**config.mk**
```make
export PLATFORM = sky130hd
export DESIGN_NAME = compare_codes
export DESIGN_NICKNAME = d
export VERILOG_FILES = /design/src/rtl/compare_codes.sv
export SDC_FILE = /design/constraint.sdc
export NUM_CORES = 1
export LEC_CHECK = 0
export CAP_MARGIN = 20
export CORE_MARGIN = 10
export CORE_UTILIZATION = 27
export CTS_CLUSTER_SIZE = 28
export DETAILED_ROUTE_END_ITERATION = 12
export PLACE_DENSITY = 0.82
export SYNTH_ARGS = -nofsm -noshare
export SYNTH_HDL_FRONTEND = slang
export SYNTH_SLANG_ARGS = --single-unit
```
**constraint.sdc**
```tcl
create_clock -name clk -period 2 [get_ports clk]
set_clock_uncertainty 0.15 [all_clocks]
set_input_delay 0.6 -clock clk [delete_from_list [all_inputs] [get_ports clk]]
set_output_delay 0.6 -clock clk [all_outputs]
set_load 0.01 [all_outputs]
```
**src/rtl/compare_codes.sv**
```systemverilog
// rtl/compare_codes.sv - passcode comparator: descrambles the stored code and registers per-digit/overall match
module compare_codes #(
  parameter int                    NUM_DIGITS  = 4,
  parameter logic [4*NUM_DIGITS-1:0] STORED_MASK = 16'h2130
) (
  input  logic                    clk,
  input  logic                    rst,
  input  logic [4*NUM_DIGITS-1:0] input_code,
  input  logic [4*NUM_DIGITS-1:0] stored_code,
  output logic                    match,
  output logic [NUM_DIGITS-1:0]   digit_match
);

  // A mask that is not a permutation would leave some logical digit undefined,
  // so such a configuration never reports a match.
  function automatic bit mask_is_perm(input logic [4*NUM_DIGITS-1:0] mask);
    bit [NUM_DIGITS-1:0] seen;
    int                  idx;
    seen         = '0;
    mask_is_perm = 1'b1;
    for (int k = 0; k < NUM_DIGITS; k++) begin
      idx = int'(mask[4*k +: 4]);
      if (idx >= NUM_DIGITS) begin
        mask_is_perm = 1'b0;
      end else if (seen[idx]) begin
        mask_is_perm = 1'b0;
      end else begin
        seen[idx] = 1'b1;
      end
    end
  endfunction

  localparam bit PERM_OK = mask_is_perm(STORED_MASK);

  logic [4*NUM_DIGITS-1:0] descrambled;
  logic [NUM_DIGITS-1:0]   digit_eq;

  always_comb begin
    descrambled = '0;
    for (int k = 0; k < NUM_DIGITS; k++) begin
      if (int'(STORED_MASK[4*k +: 4]) < NUM_DIGITS) begin
        descrambled[4*int'(STORED_MASK[4*k +: 4]) +: 4] = stored_code[4*k +: 4];
      end
    end
  end

  // Every digit is evaluated each cycle; no early exit on the first mismatch.
  always_comb begin
    digit_eq = '0;
    for (int i = 0; i < NUM_DIGITS; i++) begin
      digit_eq[i] = (input_code[4*i +: 4] == descrambled[4*i +: 4]) &&
                    (input_code[4*i +: 4] <= 4'd9) &&
                    (descrambled[4*i +: 4] <= 4'd9);
    end
  end

  always_ff @(posedge clk) begin
    if (rst || !PERM_OK) begin
      match       <= 1'b0;
      digit_match <= '0;
    end else begin
      match       <= &digit_eq;
      digit_match <= digit_eq;
    end
  end

endmodule

```
### Word level (Yosys, flattened, before mapping)

Index checks and enable logic that the tools add are counted.

* bits of input ports: 34
* output and inout port bits: 5
* logic and storage cells: 23
* flip-flop bits (word level): 5

* magnitude comparators: 8
* reductions and logical operators: 9
* equality and inequality tests: 4

Operator list (number)
* $le A4 B4 Y1 const B: 8
* $eq A4 B4 Y1: 4
* $logic_and A1 B1 Y1: 8
* $reduce_and A4 Y1: 1

### Depth between registers and ports, before layout

Gate-level depths: netlist of run 1.

* word-level depth: 4
* mapped depth: 4

### Least setup slack after synthesis of run 1

Ideal clock, no wire load.

* kind: input port to flip-flop
* start point: input port stored_code[7]
* end point: register match
* cell stages on the path: 4
* setup time: 0.061 ns
* buffers on the path: 0
* data required time: 1.789 ns
* slack: 0.181 ns
* arrival: 1.608 ns
* path through: xor2_1 > or3_4 > a2111oi_4 > and4_1

* word-level cells in the longest chain between the ends: 4
* elaborated cells on any way between the ends: 5
* classes of those cells: order compare: 1; eq/ne: 1; reduce/logical: 3

Ends and longest elaborated chain
* from (decl): line 9 `input logic [4*NUM_DIGITS-1:0] stored_code,`
* branches (longest 2 deep; another with $le A4 B4 Y1)
* $logic_and A1 B1 Y1 (*): line 52 `(input_code[4*i +: 4] <= 4'd9) &&`
* $reduce_and A4 Y1 (*): line 62 `match <= &digit_eq;`
* to (signal assigned): line 62
* to (decl): line 10 `output logic match,`

Every way passes the cells marked *.
A chain may end at the register's enable or synchronous reset.

### Final worst setup path of run 1

* start point: input port stored_code[6]
* end point: register match

The elaborated chain is that of the path after synthesis.

==> results_dict.tcl, run 1 <==
set metrics [dict create \
    maxCapViolCount 0 \
    netlist_instances 43 \
    post-route-drc-count 0 \
    placed_cells_incl_taps 101 \
    tritoncts "done" \
    hold_class "primary input to flip-flop" \
    crit_end "match$_SDFF_PP0_" \
    ys.warnings.count 0 \
    timing.slew.headroom_pct 80.1 \
    antenna_found_initial 0 \
    drt_iter0_drc 6 \
    criticalPathCategory "primary input to flip-flop" \
    power.total_mw 0.346 \
    yosysSeqAreaShare_pct 26.9 \
    netlist_top_cells_area "dfxtp_1 27%, xor2_1 14%, a2111oi_4 7.4%, nor2_1 7.1%, xnor2_1 7.1%" \
    synth_edf_count 0 \
    startpoint_type "primary input" \
    cp.required_ps 2040 \
    first_global_vias 533 \
    vias_per_cell 4.77 \
    fin_cells 106 \
    pwr_density_cell_nw_per_um2 412 \
    port-buffer-count 38 \
    ys_ff_latch 5 \
    crit_buf_inv 1 \
    numCtsBuffers 3 \
    max_freq_mhz 526 \
    cp_max_fo 2 \
    core-area_um2 1300 \
    arrival_ps 1940 \
    fp-row-count 13 \
    grt_pass1_wl_mm 2.28 \
    grt_usage_pct 8.92 \
    cts_sinks 5 \
    ant_nets 0 \
    slew_violations 0 \
    wl_per_cell_um 13.3 \
    die_area_um2 3260 \
    netlist-cell-type-count 15 \
    synth_top_area_cell "dfxtp_1" \
    die_y_um 57.1 \
    io_pins 39 \
    period_needed_ps 1900 \
    status "completed" \
    async_flop_share_pct 0 \
    syn-cell-area_um2 372 \
    drive_gt1_share_pct 12.1 \
    cp-end-kind "flip-flop" \
    cpLargestDelayFamily "simple AND/OR/NAND/NOR gates" \
    place_congestion 0.692 \
    vias 506 \
    overflow 0 \
    crit_slowest_cell "clkdlybuf4s50_1" \
    grt_max_degree 4 \
    setup_viol 0 \
    final_hold_viol_count 0 \
    initial_core_util_pct 28.6 \
    hold_slack_ps 858 \
    clockBufferDepth 2 \
    dp_hpwl_mm 1.29 \
    synth_flop_cell "dfxtp_1" \
    cp-startpoint "stored_code[6]" \
    postSynthAreaPerCell_um2 8.64 \
    fin_nets 126 \
    yosys-top-cells-count "7 x nor2_1, 6 x xor2_1, 5 x a21oi_1, 5 x dfxtp_1" \
    leakage_nw 0.310 \
    path_clk_slew_ps 50 \
    slowest_delay_ps 420 \
    fin_util_pct 64.5 \
    crit_chain "clkdlybuf4s50_1, or3_4, a2111oi_4, and4_1" \
    fp.dieW_um 57.1 \
    synth.most_common_cell "nor2_1" \
    min_path_cells 5 \
    crit_cells 4 \
    setup_tns_ps 0 \
    diodes 0 \
    worst_slew_pin_slew_ps 298 \
    h-tree-depth 1 \
    drt_wl_total_mm 1.41 \
    synthesis.nets 77 \
    cts-root-buf "clkbuf_4" \
    period_share_pct 95.0 \
    firstDrtPassIters 4 \
    syn_to_final_growth_pct 126 \
    rsz0062_at_grt "false" \
    hold_buffers 0 \
    synth_top_area_share_pct 26.9 \
    irDropWorstVdd_mv 0.184 \
]
==> cells by family after synthesis <==
group	Yosys count	synth area share, %
DFF	5	26.9
and+or+nand+nor	22	35.7
AOI/OAI and AO/OA	7	16.2
xor gates and xnor gates	9	21.2
==> cells in the final DEF, fill, tap and decap left out, drive strengths merged <==
| master | n |
|---|---|
| nor4 | 3 |
| or3 | 1 |
| a22oi | 1 |
| nor2b | 3 |
| a21oi | 5 |
| nor2 | 7 |
| dlygate4sd2 | 2 |
| buf | 6 |
| clkbuf | 4 |
| xor2 | 6 |
| nand3 | 1 |
| a2111oi | 1 |
| dfxtp | 5 |
| xnor2 | 3 |
| nor4b | 1 |
| nor4bb | 2 |
| and4 | 1 |
| nor3 | 3 |
| clkdlybuf4s50 | 36 |
==> timing repair <==
action                     4_1_cts  5_1_grt
setup endpoints to repair        1        0
resized for setup                2        0
setup buffers                    1        0
==> stage by stage <==
stage,cell area (um2),setup WS [ps]
after CTS,840,101
final,840,99.6
after global routing,840,38.5
after detailed placement,808,-353
after global placement,808,-298
after floorplan,372,181
==> state kept, by name (all words and copies together) (netlist names) <==
signal / count
match: 1
digit_match: 4
==> metal layers <==
metal,global-route usage [%],routed length (um),vias up
li1,-,-,254
met1,8.56,583,212
met2,14.6,631,34
met3,3.32,141,6
met4,8.05,51,0
met5,0,0,-
==> how the worst min path moves through the flow <==
| stage | from | to | slack (ps) |
|---|---|---|---|
| after global placement | rst | digit_match[3]$_SDFF_PP0_ | 1110 |
| final | input_code[15] | digit_match[3]$_SDFF_PP0_ | 860 |
| after floorplan | rst | digit_match[0]$_SDFF_PP0_ | 530 |
| after CTS | input_code[15] | digit_match[3]$_SDFF_PP0_ | 860 |
| after global routing | input_code[15] | digit_match[3]$_SDFF_PP0_ | 900 |
| after detailed placement | rst | digit_match[3]$_SDFF_PP0_ | 1120 |
==> power breakdown <==
part	switching, mW	internal [mW]	leakage [nW]
sequential	0.000306	0.101	0.0403
clock	0.0452	0.0756	0.0150
combinational	0.0401	0.0835	0.255
==> cell type report <==
| type | instances | area, um2 |
|---|---|---|
| Clock buffer | 4 | 26.3 |
| Fill cell | 131 | 462 |
| Multi-Input combinational cell | 38 | 272 |
| Sequential cell | 5 | 100 |
| Tap cell | 15 | 18.8 |
| Timing Repair Buffer | 44 | 423 |
(Power assumes the default switching activity.)
==> inputs of run 2 (changes only) <==
Settings changed: CTS_CLUSTER_SIZE 28 to 14.
==> results of run 2 <==
Same layout as run 1: the final DEF is identical, and so are final timing and power.
